`src/rtl/fp_pkg.sv`:
```
// Shared definitions for the float-to-integer converter.
//   EXP_BIAS, EXP_SPECIAL, MANT_W : IEEE-754 single-precision field constants
//   INT_MAX, INT_MIN              : saturation values of the 32-bit signed result
//   state_t                       : converter FSM states
//   fp_class_t                    : operand classification produced by fp_unpack
package fp_pkg;

    localparam int unsigned EXP_BIAS    = 127;
    localparam logic [7:0]  EXP_SPECIAL = 8'hFF;
    localparam int unsigned MANT_W      = 23;
    localparam logic [31:0] INT_MAX     = 32'h7FFF_FFFF;
    localparam logic [31:0] INT_MIN     = 32'h8000_0000;

    typedef enum logic [2:0] {
        IDLE,
        UNPACK,
        SHIFT,
        SIGN,
        DONE
    } state_t;

    typedef enum logic [2:0] {
        FP_ZERO,
        FP_DENORM,
        FP_NORMAL,
        FP_INF,
        FP_NAN
    } fp_class_t;

endpackage

```
`src/rtl/fp_unpack.sv`:
```
// Combinational field splitter and classifier for an IEEE-754 single.
//   fp       in  32  operand
//   sign     out 1   fp[31]
//   exponent out 8   fp[30:23]
//   mantissa out 23  fp[22:0]
//   cls      out     zero / denormal / normal / inf / NaN
module fp_unpack
    import fp_pkg::*;
(
    input  logic [31:0]       fp,
    output logic              sign,
    output logic [7:0]        exponent,
    output logic [MANT_W-1:0] mantissa,
    output fp_class_t         cls
);

    always_comb begin
        sign     = fp[31];
        exponent = fp[30:23];
        mantissa = fp[22:0];
        cls      = FP_NORMAL;
        if (exponent == EXP_SPECIAL) begin
            cls = (mantissa != '0) ? FP_NAN : FP_INF;
        end else if (exponent == 8'h00) begin
            cls = (mantissa != '0) ? FP_DENORM : FP_ZERO;
        end
    end

endmodule

```
`src/rtl/fp_to_int.sv`:
```
// Multi-cycle IEEE-754 single to 32-bit signed integer converter (truncating).
//   clk, rst             clock, synchronous active-high reset
//   in_valid/in_ready    operand handshake, fp captured on accept
//   fp                   IEEE-754 single operand
//   out_valid/out_ready  result handshake
//   intgr                two's-complement result
//   overflow/invalid/inexact  status flags, valid with out_valid
module fp_to_int
    import fp_pkg::*;
(
    input  logic        clk,
    input  logic        rst,
    input  logic        in_valid,
    output logic        in_ready,
    input  logic [31:0] fp,
    output logic        out_valid,
    input  logic        out_ready,
    output logic [31:0] intgr,
    output logic        overflow,
    output logic        invalid,
    output logic        inexact
);

    state_t state, state_next;

    logic [31:0] fp_q, mag_q, intgr_q;
    logic [4:0]  cnt_q;
    logic        left_q, special_q, sticky_q, ovf_q, inv_q;
    logic        out_valid_q, overflow_q, invalid_q, inexact_q;

    logic              sign;
    logic [7:0]        exponent;
    logic [MANT_W-1:0] mantissa;
    fp_class_t         cls;

    fp_unpack u_unpack (
        .fp       (fp_q),
        .sign     (sign),
        .exponent (exponent),
        .mantissa (mantissa),
        .cls      (cls)
    );

    // Unbiased exponent and the classification decided during UNPACK
    logic signed [9:0] e_s, diff;
    logic [31:0]       up_val;
    logic [4:0]        up_n;
    logic              up_special, up_left, up_ovf, up_inv, up_inx;

    assign e_s = $signed({2'b00, exponent}) - $signed(10'(EXP_BIAS));

    always_comb begin
        up_special = 1'b1;
        up_val     = '0;
        up_n       = '0;
        up_left    = 1'b0;
        up_ovf     = 1'b0;
        up_inv     = 1'b0;
        up_inx     = 1'b0;
        diff       = '0;
        if (cls == FP_NAN) begin
            up_inv = 1'b1;
            up_val = INT_MIN;
        end else if (cls == FP_INF) begin
            up_inv = 1'b1;
            up_val = sign ? INT_MIN : INT_MAX;
        end else if (cls == FP_ZERO || cls == FP_DENORM || e_s < 10'sd0) begin
            up_inx = |fp_q[30:0];
        end else if (e_s >= 10'sd31) begin
            // -2^31 is the one e=31 value that is representable
            if (fp_q == 32'hCF00_0000) begin
                up_val = INT_MIN;
            end else begin
                up_ovf = 1'b1;
                up_val = sign ? INT_MIN : INT_MAX;
            end
        end else begin
            up_special = 1'b0;
            up_val     = {8'b0, 1'b1, mantissa};
            up_left    = e_s > 10'sd23;
            diff       = up_left ? (e_s - 10'sd23) : (10'sd23 - e_s);
            up_n       = diff[4:0];
        end
    end

    always_ff @(posedge clk) begin
        if (rst) begin
            state <= IDLE;
        end else begin
            state <= state_next;
        end
    end

    always_comb begin
        state_next = state;
        case (state)
            IDLE:    if (in_valid) state_next = UNPACK;
            UNPACK:  state_next = (!up_special && up_n != 5'd0) ? SHIFT : SIGN;
            SHIFT:   if (cnt_q == 5'd1) state_next = SIGN;
            SIGN:    state_next = DONE;
            // First DONE cycle registers the result; exit only once it has been offered
            DONE:    if (out_valid_q && out_ready) state_next = IDLE;
            default: state_next = IDLE;
        endcase
    end

    always_ff @(posedge clk) begin
        if (rst) begin
            fp_q        <= '0;
            mag_q       <= '0;
            cnt_q       <= '0;
            left_q      <= 1'b0;
            special_q   <= 1'b0;
            sticky_q    <= 1'b0;
            ovf_q       <= 1'b0;
            inv_q       <= 1'b0;
            out_valid_q <= 1'b0;
            intgr_q     <= '0;
            overflow_q  <= 1'b0;
            invalid_q   <= 1'b0;
            inexact_q   <= 1'b0;
        end else begin
            case (state)
                IDLE: if (in_valid) fp_q <= fp;
                UNPACK: begin
                    mag_q     <= up_val;
                    cnt_q     <= up_n;
                    left_q    <= up_left;
                    special_q <= up_special;
                    ovf_q     <= up_ovf;
                    inv_q     <= up_inv;
                    sticky_q  <= up_inx;
                end
                SHIFT: begin
                    if (left_q) begin
                        mag_q <= mag_q << 1;
                    end else begin
                        mag_q    <= mag_q >> 1;
                        sticky_q <= sticky_q | mag_q[0];
                    end
                    cnt_q <= cnt_q - 5'd1;
                end
                // Special results already carry their final sign
                SIGN: if (!special_q && fp_q[31]) mag_q <= ~mag_q + 32'd1;
                DONE: begin
                    if (!out_valid_q) begin
                        out_valid_q <= 1'b1;
                        intgr_q     <= mag_q;
                        overflow_q  <= ovf_q;
                        invalid_q   <= inv_q;
                        inexact_q   <= sticky_q;
                    end else if (out_ready) begin
                        out_valid_q <= 1'b0;
                    end
                end
                default: ;
            endcase
        end
    end

    assign in_ready  = (state == IDLE);
    assign out_valid = out_valid_q;
    assign intgr     = intgr_q;
    assign overflow  = overflow_q;
    assign invalid   = invalid_q;
    assign inexact   = inexact_q;

endmodule

```
`config.mk`:
```
export PLATFORM = sky130hd
export DESIGN_NAME = fp_to_int
export DESIGN_NICKNAME = d
export VERILOG_FILES = /design/src/rtl/fp_pkg.sv /design/src/rtl/fp_unpack.sv /design/src/rtl/fp_to_int.sv
export SDC_FILE = /design/constraint.sdc
export NUM_CORES = 1
export LEC_CHECK = 0
export ABC_AREA = 1
export BUFFER_PORTS_ARGS = -buffer_cell sky130_fd_sc_hd__buf_4
export CAP_MARGIN = 25
export CORE_MARGIN = 5
export CORE_UTILIZATION = 54
export CTS_BUF_LIST = sky130_fd_sc_hd__clkbuf_8
export DETAILED_ROUTE_END_ITERATION = 10
export GPL_ROUTABILITY_DRIVEN = 0
export PLACE_DENSITY = 0.72
export SLEW_MARGIN = 30
export SYNTH_ARGS = -nofsm -noshare
export SYNTH_HDL_FRONTEND = slang
export SYNTH_SLANG_ARGS = --single-unit
```
`constraint.sdc`:
```
create_clock -name clk -period 2.85 [get_ports clk]
set_input_delay 0.4275 -clock clk [delete_from_list [all_inputs] [get_ports clk]]
set_output_delay 0.4275 -clock clk [all_outputs]
set_load 0.1 [all_outputs]
```
==> results of run 1 <==
kinds of logic after synthesis:
logic type               synth area share
flip-flops                          0.355
adder cells (fa/ha/maj)            0.0196
buffers and inverters               0.104
XOR/XNOR                          0.00806
AND/OR/NAND/NOR                     0.264
AO/OA/AOI/OAI                       0.249
sequential cells by signal, summed over array words and instances (netlist names):
register	cells
sticky_q	1
fp_q	32
special_q	1
invalid	1
state	3
mag_q	32
inv_q	1
overflow	1
cnt_q	5
intgr	32
inexact	1
ovf_q	1
left_q	1
out_valid	1
per-stage QoR:
step	util	worst slack (ns)	cell area (sq um)
floorplan	-	0.254	6370
global placement	0.612	0.302	7020
detailed placement	0.612	0.192	7020
CTS	0.646	0.180	7410
global route	0.647	0.0350	7420
finish	0.647	0.284	7420
power groups by stage:
stage / Combinational, mW / Clock (mW) / Sequential, mW
CTS: 4.05 / 1.53 / 2.39
floorplan: 2.56 / 0 / 2.86
global route: 4.54 / 1.62 / 2.47
finish: 4.12 / 1.52 / 2.42
global placement: 4.01 / 0 / 2.42
detailed placement: 4.03 / 0 / 2.42
final cells by class:
| type | count | area, sq um |
|---|---|---|
| inverter | 121 | 454 |
| timing repair buffer | 87 | 666 |
| clock inverter | 15 | 160 |
| sequential | 113 | 2260 |
| clock buffer | 17 | 234 |
| multi-input combinational | 661 | 3470 |
| fill | 1092 | 4050 |
| tap | 143 | 179 |
placed cells by master (no fill, tap or decap), types with 4 or more instances in the layout:
master,instances
a31oi_1,22
nand2_1,119
a21oi_1,104
nor2_4,5
ha_1,10
o21ai_1,6
nor2_1,82
nor3_2,4
clkbuf_8,17
or2_2,7
nor4_1,12
o21ai_0,138
clkinvlp_4,5
nor3_1,13
nor2_2,9
inv_1,115
buf_4,86
inv_2,5
nand3_1,65
nand2_2,4
dfxtp_1,112
nand3_2,5
o211ai_1,4
a211oi_1,5
nand4_1,19
worst min-delay path by stage:
| stage | startpoint | end | cells after the start |
|---|---|---|---|
| 2_1_floorplan | sticky_q$_SDFFE_PP0P_ | inexact$_SDFFE_PP0P_ | 2 |
| 3_3_place_gp | fp_q[8]$_SDFFE_PP0P_ | fp_q[8]$_SDFFE_PP0P_ | 2 |
| 3_5_place_dp | fp_q[12]$_SDFFE_PP0P_ | fp_q[12]$_SDFFE_PP0P_ | 2 |
| 4_1_cts | fp[10] | fp_q[10]$_SDFFE_PP0P_ | 3 |
| 5_1_grt | fp[25] | fp_q[25]$_SDFFE_PP0P_ | 3 |
| 6_report | fp[11] | fp_q[11]$_SDFFE_PP0P_ | 3 |
what timing repair did:
action | in CTS | in global routing
setup endpoints to repair | 0 | 23
hold buffers | 0 | 0
resized for setup | 0 | 2
worst max-delay path, cell delays in order (launching register included):
cell and delay, ns:
dfxtp_2 0.40, ha_1 0.21, nand2_1 0.10, nor2_1 0.10, nand2_1 0.06, nand2_1 0.12
inv_1 0.07, ha_1 0.21, nand3_1 0.15, nand4_4 0.19, nand2_8 0.20, nor2_4 0.05
o21ai_4 0.23, nand3_1 0.22, a21oi_1 0.19
layer usage:
layer,track usage,vias up,wire length (microns)
li1,-,3336,-
met1,0.388,2925,8690
met2,0.364,308,7340
met3,0.0659,31,1830
met4,0.0822,0,429
met5,0,-,0
==> results.md, run 1 <==
- Outcome: completed
- Dominant synthesized flop cell: dfxtp_1
- Number of vias per cell: between 5 and 6
- Warnings from Yosys: 0
- Synthesized area per cell: 6.74 sq um
- Tot Pwr: slightly above 8 mW
- Number of global-route vias before repair: slightly below 6000
- Worst-path clk slew: 0.07 ns
- Fin Setup TNS: 0 ns
- Routed Antenna Nets: 0
- Die area: between 10000 and 15000 sq um
- Syn Inst Count: 945
- Req. time, crit path: ~3.2 ns
- Reg-to-reg slack, setup: ~0.28 ns
- Chip width: roughly 120 microns
- Arr. time, crit path: slightly below 3 ns
- Pleak: between 3 and 4 nW
- R2r worst-path depth: 14
- Max Slew Vio Count: 0
- Seq/Total Area, Yosys: 0.355
- I/O Buffers: between 70 and 80
- Termination of the worst setup path: mag_q[3]$_SDFFE_PP0P_
- CTS root buf: clkbuf_8
- Logic pwr share: 0.511
- Remaining Overflow, GRT: 0
- Fin crit share: 0.900
- Yosys reg bits: 113
- Layout cell share with drive strength beyond 1: 0.163
- Peak supply drop: 0.000597 V
- Int Pwr: 3.97 mW
- Routed WL: roughly 18000 microns
- Post-DP HPWL: roughly 13000 microns
- Final critical-path required period: approximately 2.6 ns
- Max Cap Viol: 0
- Worst reg2reg path startpoint: fp_q[23]$_SDFFE_PP0P_
- Hold Slack: ~0.26 ns
- Slew Limit Headroom: 0.456
- CORE AREA: approximately 11000 sq um
- Syn_nets: around 990
- Top cells by count, synth: o21ai_0 (138), nand2_1 (120), inv_1 (117)
- DRC Markers: 0
- Most common cell in the netlist: o21ai_0
- Setup Buffers After CTS: 0
- Sw Pwr: 4.08 mW
- RSZ-0062 raised after global routing: no
- Wire length per cell: around 16 microns
- Setup violations, final: 0
- Largest net degree at the start of global routing: between 60 and 70
- Worst Tran Pin Value: ~0.8 ns
- Sink Count: 113
- Iteration-0 DRC Markers: around 560
- Setup crit end kind: flip-flop
- Antenna violations before repair: 0
- Nets@finish: around 1000
- Share of the synthesized area in the top cell type: 0.355
- Placed Instances: roughly 1100
- Ant diodes: 0
- Drt first pass iters: 7
- Critical path origin: fp_q[23]$_SDFFE_PP0P_
- Crit path max fanout: 26
- Post-synth EDFFs: 0
- Via Count: between 6000 and 7000
- Crit path kind: flip-flop to flip-flop
- CTS buffer count: 17
- Starting density of the core: 0.555
- I/O Pins: 73
- Nature of the critical path startpoint: flip-flop
- Pwr dens: ~1100 nW/um^2
- Max H-tree Level: 4
- First-pass GRT wire length: ~30000 microns
- CTS max path bufs: 2
- Synthesized cell area: about 6400 sq um
- Rows: 39
- Largest cells by area after synthesis: dfxtp_1 (36%), o21ai_0 (11%), a21oi_1 (8.2%)
- Final non-filler cell total: 1157
- HP Class: input port to flip-flop
- Async SR Flop Fraction: 0
- Skew final: a little over 0.01 ns
- Die height: around 120 microns
- Reg-to-reg endpoint: mag_q[3]$_SDFFE_PP0P_
- Clock power frac: 0.189
- Sw Ratio: 0.506
- Distinct cells, synth: 47
- Leading area contributor after synthesis: dfxtp_1
- Hold Vio Cnt, Final: 0
- Seq pwr share: 0.300
- Tot GR Track Use: 0.260
- P&R area growth vs syn: 16.5%
- Worst-Skew Late Latency: about 0.44 ns
- F_max: ~0.39 GHz
- TritonCTS clock tree: built
Power figures use the tool's default switching activity.
==> run 2, diff against run 1 <==
--- a/config.mk
+++ b/config.mk
@@ -8,12 +8,12 @@
 export ABC_AREA = 1
 export BUFFER_PORTS_ARGS = -buffer_cell sky130_fd_sc_hd__buf_4
 export CAP_MARGIN = 25
-export CORE_MARGIN = 5
 export CORE_UTILIZATION = 54
 export CTS_BUF_LIST = sky130_fd_sc_hd__clkbuf_8
 export DETAILED_ROUTE_END_ITERATION = 10
 export GPL_ROUTABILITY_DRIVEN = 0
 export PLACE_DENSITY = 0.72
+export REMOVE_ABC_BUFFERS = 1
 export SLEW_MARGIN = 30
 export SYNTH_ARGS = -nofsm -noshare
 export SYNTH_HDL_FRONTEND = slang
==> run 2 against run 1 <==
  * Count of clock-buffer cells in the layout up 5
  * Utilization about the same
  * Wire length down 4.3%
  * Flip-flop and latch count unchanged
  * Worst hold slack worse by 0.012 ns
  * Die area down 13%
  * Combinational power down 2%
==> results.md, run 2 (synthesis gave the netlist of run 1 again) <==
- Outcome: completed
- Layout cell share with drive strength beyond 1: 0.160
- Reg-to-reg slack, setup: between 0.3 and 0.4 ns
- Drt first pass iters: 5
- Worst hold start: fp[27]
- Largest net degree at the start of global routing: 56
- Worst reg2reg path startpoint: fp_q[23]$_SDFFE_PP0P_
- HP Class: input port to flip-flop
- I/O Pins: 73
- Post-place setup slack: between 0.2 and 0.25 ns
- Pwr dens: 1090 nW/um^2
- Max Slew Vio Count: 0
- Crit path kind: flip-flop to flip-flop
- Final critical-path required period: 2.55 ns
- Hold Slack: ~0.25 ns
- Max H-tree Level: 4
- Nets@finish: between 1000 and 1500
- Worst-Skew Late Latency: about 0.46 ns
- Post-DP HPWL: 12200 microns
- R2r worst-path depth: 17
- PnR worst setup slack: ~0.30 ns
- Rows: 39
- Number of global-route vias before repair: 6031
- Setup violations, final: 0
- Arr. time, crit path: about 2.9 ns
- Die height: 111 microns
- Ant diodes: 0
- F_max: around 0.4 GHz
- Nature of the critical path startpoint: flip-flop
- DRC Markers: 0
- Tot GR Track Use: 0.300
- Peak supply drop: between 0.0006 and 0.0007 V
- CTS buffer count: 17
- CORE AREA: about 11000 sq um
- Fin util: 0.648
- Commonest non-fill, non-tap cell in the layout: o21ai_0
- Slew Limit Headroom: 0.430
- Worst Tran Pin Value: around 0.85 ns
- Starting density of the core: 0.555
- CTS max path bufs: 2
- Commonest cells after routing, fill and taps aside: o21ai_0 (138), nand2_1 (119), inv_1 (115)
- Routed WL: between 15000 and 20000 microns
- RSZ-0062 raised after global routing: no
- Number of vias per cell: 5.70
- P&R area growth vs syn: 16.6%
- Antenna violations before repair: 0
- Setup Buffers After CTS: 0
- Reg-to-reg endpoint: mag_q[27]$_SDFFE_PP0P_
- I/O Buffers: just over 70
- Worst-path clk slew: ~0.070 ns
- CTS resizes: 0
- Min-Delay Path Depth: 3
- Sink Count: roughly 110
- Hold Vio Cnt, Final: 0
- Remaining Overflow, GRT: 0
- TritonCTS clock tree: built
- Routed Antenna Nets: 0
- Setup crit end kind: flip-flop
- Chip width: about 110 microns
- Crit path max fanout: 26
- Pleak: 3.19 nW
- Hold endpoint: fp_q[27]$_SDFFE_PP0P_
- CTS root buf: clkbuf_8
- Req. time, crit path: 3.20 ns
- Fin crit share: 0.894
- # hold bufs at CTS: 0
- Via Count: about 6600
- First-pass GRT wire length: roughly 30000 microns
- Iteration-0 DRC Markers: ~550
- Tot Pwr: a little over 8 mW
- Skew final: roughly 0.0090 ns
- Max Cap Viol: 0
- Die area: approximately 12000 sq um
- Wire length per cell: between 15 and 20 microns
-- run 2: cell type report --
| cell class | instances | area (sq um) |
|---|---|---|
| sequential | 113 | 2260 |
| inverter | 121 | 454 |
| fill | 1115 | 4040 |
| clock buffer | 22 | 303 |
| multi-input combinational | 662 | 3460 |
| clock inverter | 9 | 129 |
| timing repair buffer | 85 | 638 |
| tap | 143 | 179 |
-- run 2: per-stage QoR --
stage               instance area, sq um  cells  TNS (ns)
finish                              7430   1155         0
global route                        7430   1155         0
CTS                                 7420   1154         0
detailed placement                  6990   1123         0
global placement                    6990   1123         0
floorplan                           6160    895    -69.61
-- run 2: per-layer routing --
metal | GRT usage | vias up | part of all wire
met1 | 0.417 | 2977 | 0.46
met3 | 0.0609 | 28 | 0.075
met5 | 0 | - | 0
met2 | 0.458 | 250 | 0.44
li1 | - | 3323 | -
met4 | 0.108 | 0 | 0.017
-- run 2: worst max-delay path by stage --
stage	startpoint	slack, ns	end	depth (start not counted)
6_report	fp_q[23]$_SDFFE_PP0P_	0.30	mag_q[27]$_SDFFE_PP0P_	17
5_1_grt	fp_q[23]$_SDFFE_PP0P_	0.01	mag_q[23]$_SDFFE_PP0P_	15
4_1_cts	fp_q[23]$_SDFFE_PP0P_	0.21	mag_q[23]$_SDFFE_PP0P_	15
3_5_place_dp	fp_q[23]$_SDFFE_PP0P_	0.22	mag_q[23]$_SDFFE_PP0P_	15
3_3_place_gp	fp_q[23]$_SDFFE_PP0P_	0.34	mag_q[23]$_SDFFE_PP0P_	15
2_1_floorplan	state[2]$_SDFFE_PP0P_	-1.88	fp_q[0]$_SDFFE_PP0P_	4
-- run 2: power by group --
group          leakage (nW)  switching, mW  internal (mW)
combinational          2.05           2.88           1.16
clock                 0.217          0.677          0.972
sequential            0.926          0.387           2.02
total                  3.19           3.94           4.15
-- run 2: critical path, stage by stage, from the launching register on --
cell     delay [ns]
dfxtp_2        0.39
ha_1           0.21
nand2_1        0.10
nor2_1         0.09
nand2_1        0.05
nand2_1        0.12
inv_1          0.08
ha_1           0.21
nand3_1        0.15
nand4_4        0.17
nand2_4        0.26
nor2_2         0.06
nand3_2        0.11
nand2_1        0.13
a21oi_1        0.16
nand2_1        0.07
nand2_1        0.05
inv_1          0.03
==> run 3, diff against run 2 <==
==> constraint.sdc (replaced) <==
create_clock -name clk -period 2.4 [get_ports clk]
set_input_delay 0.36 -clock clk [delete_from_list [all_inputs] [get_ports clk]]
set_output_delay 0.36 -clock clk [all_outputs]
set_load 0.1 [all_outputs]
==> run 3 against run 2 <==
  * Worst setup slack got worse by 0.14 ns
  * Clock power increased by 23%
  * Combinational power increased by 26%
  * Count of clock-buffer cells in the layout decreased by 1
  * Global-route usage decreased by 0.45 points
  * Design area increased by 3.5%
  * Cell count increased by 1.5%
  * Die area unchanged
  * Worst hold slack got worse by 0.074 ns
  * Critical path depth unchanged
  * Non-clock buffer count increased by 17
  * Sequential share of layout area decreased by 0.93 points
  * Largest power group unchanged
  * Highest routed layer unchanged
==> results.md, run 3 (synthesis gave the netlist of run 1 again) <==
- Number of vias per cell: around 5.6
- Iteration-0 DRC Markers: ~440
- Worst-Skew Late Latency: around 0.46 ns
- Fin crit share: 0.931
- HP Class: input port to flip-flop
- Remaining Overflow, GRT: 0
- Routed WL: 17700 microns
- Nets@finish: 1062
- Pleak: 3.31 nW
- I/O Buffers: a little over 70
- Pwr dens: roughly 1300 nW/um^2
- Ant diodes: 0
- I/O Pins: 73
- Skew final: roughly 0.011 ns
- Starting density of the core: 0.555
- Layout cell share with drive strength beyond 1: 0.184
- Placed Instances: ~1100
- Nature of the critical path startpoint: flip-flop
- CTS max path bufs: 2
- First-pass GRT wire length: a little under 30000 microns
- Hold Vio Cnt, Final: 0
- Outcome: completed
- M1 WL: roughly 8300 microns
- Crit path max-delay family: simple AND/OR/NAND/NOR gates
- Largest net degree at the start of global routing: 76
- CTS root buf: clkbuf_8
- Crit-path slowest cell: dfxtp_4
- Number of buffer and inverter instances along the worst setup path: 2
- TritonCTS clock tree: built
- Via Count: between 6000 and 7000
- Fill cell count: 1074
- Met2 Routed Length: roughly 7900 microns
- P&R area growth vs syn: 20.7%
- Wire length per cell: 15.1 microns
- Crit path kind: flip-flop to flip-flop
- Routed Antenna Nets: 0
- Critical path origin: fp_q[23]$_SDFFE_PP0P_
- Final non-filler cell total: 1172
- Crit path top cell by count: nand2_1
- Tot GR Track Use: 0.295
- Worst Tran Pin Value: about 0.73 ns
- CP cell instances: ha_4, nand2_2, nor2_1, nand2_1, nand2_2, inv_1, ha_1, nand3_1, nand4_4, nand2_4, nor2_2, nand3_2, nand2_1, a21oi_1, nand2_1, nand2_1, inv_1
- Antenna violations before repair: 0
- Setup crit end kind: flip-flop
- Slew Limit Headroom: 0.513
- Final critical-path required period: 2.24 ns
- Chip width: 111 microns
- Die area: about 12000 sq um
- Worst-path clk slew: about 0.070 ns
- Arr. time, crit path: ~2.6 ns
- Post-DP HPWL: 12200 microns
- Die height: between 100 and 150 microns
- Max H-tree Level: 4
- F_max: about 0.45 GHz
- Max Slew Vio Count: 0
- Fin util: 0.670
- Max Cap Viol: 0
- DRC Markers: 0
- Slowest cell delay on critical path: around 0.37 ns
- Crit path max fanout: 5
- CTS buffer count: 17
- Worst reg2reg path startpoint: fp_q[23]$_SDFFE_PP0P_
- Highest metal layer with signal wires: met4
- Sink Count: 113
- Number of global-route vias before repair: between 5000 and 6000
- Req. time, crit path: roughly 2.8 ns
- Commonest cells after routing, fill and taps aside: o21ai_0 (136), nand2_1 (117), inv_1 (116)
- Routed met3 length: 1040 microns
- CORE AREA: about 11000 sq um
- Drt first pass iters: 5
- Setup violations, final: 0
- Worst hold start: fp[7]
- Rows: 39
- Peak supply drop: 0.000658 V
- Commonest non-fill, non-tap cell in the layout: o21ai_0
-- run 3: power by group --
part | internal (mW) | leakage (nW) | total, mW | switching [mW]
Combinational | 1.56 | 2.16 | 5.08 | 3.53
Sequential | 2.40 | 0.928 | 2.84 | 0.440
Clock | 1.23 | 0.229 | 2.03 | 0.802
-- run 3: layout make-up --
cell class,instances,area (sq um),share of cell area
clock buffer,21,289,0.0376
clock inverter,11,159,0.0207
inverter,121,454,0.0591
multi-input combinational,661,3530,0.459
sequential,113,2270,0.295
tap,143,179,0.0233
timing repair buffer,102,807,0.105
-- run 3: what timing repair did --
action,in CTS,in global routing
hold buffers,0,0
buffers inserted,0,2
endpoints found under the setup margin,0,33
endpoints found under the hold margin,0,0
resized for setup,0,25
-- run 3: final timing paths --
check	end	slack (ns)	cells past startpoint
setup reg to reg	mag_q[27]$_SDFFE_PP0P_	0.16	17
hold reg to reg	inexact$_SDFFE_PP0P_	0.46	2
hold / removal	fp_q[7]$_SDFFE_PP0P_	0.18	3
setup / recovery	mag_q[27]$_SDFFE_PP0P_	0.16	17
-- run 3: stage by stage --
step	cell area (sq um)	power (mW)	hold WS [ns]	setup slack [ns]	setup TNS, ns
2_1_floorplan	6160	6.30	0.429	-2.33	-114.99
3_3_place_gp	7140	7.73	0.449	0.0901	0
3_5_place_dp	7140	7.76	0.460	0.0451	0
4_1_cts	7580	9.81	0.158	0.0245	0
5_1_grt	7690	10.7	0.187	-0.0327	-0.0327
6_report	7690	9.96	0.178	0.165	0
-- run 3: layer usage --
metal  up-vias  global-route usage
met5         -                   0
met4         0               0.128
met3        38              0.0571
met2       222               0.453
met1      2898               0.403
li1       3352                   -
-- run 3: worst register-to-register path, delay by kind of cell (launching register included) --
family	cells	cell delay (ns)
adder cells (fa/ha/maj)	2	0.34
buffers and inverters	2	0.10
AND/OR/NAND/NOR	12	1.17
flip-flops	1	0.37
AO/OA/AOI/OAI	1	0.15
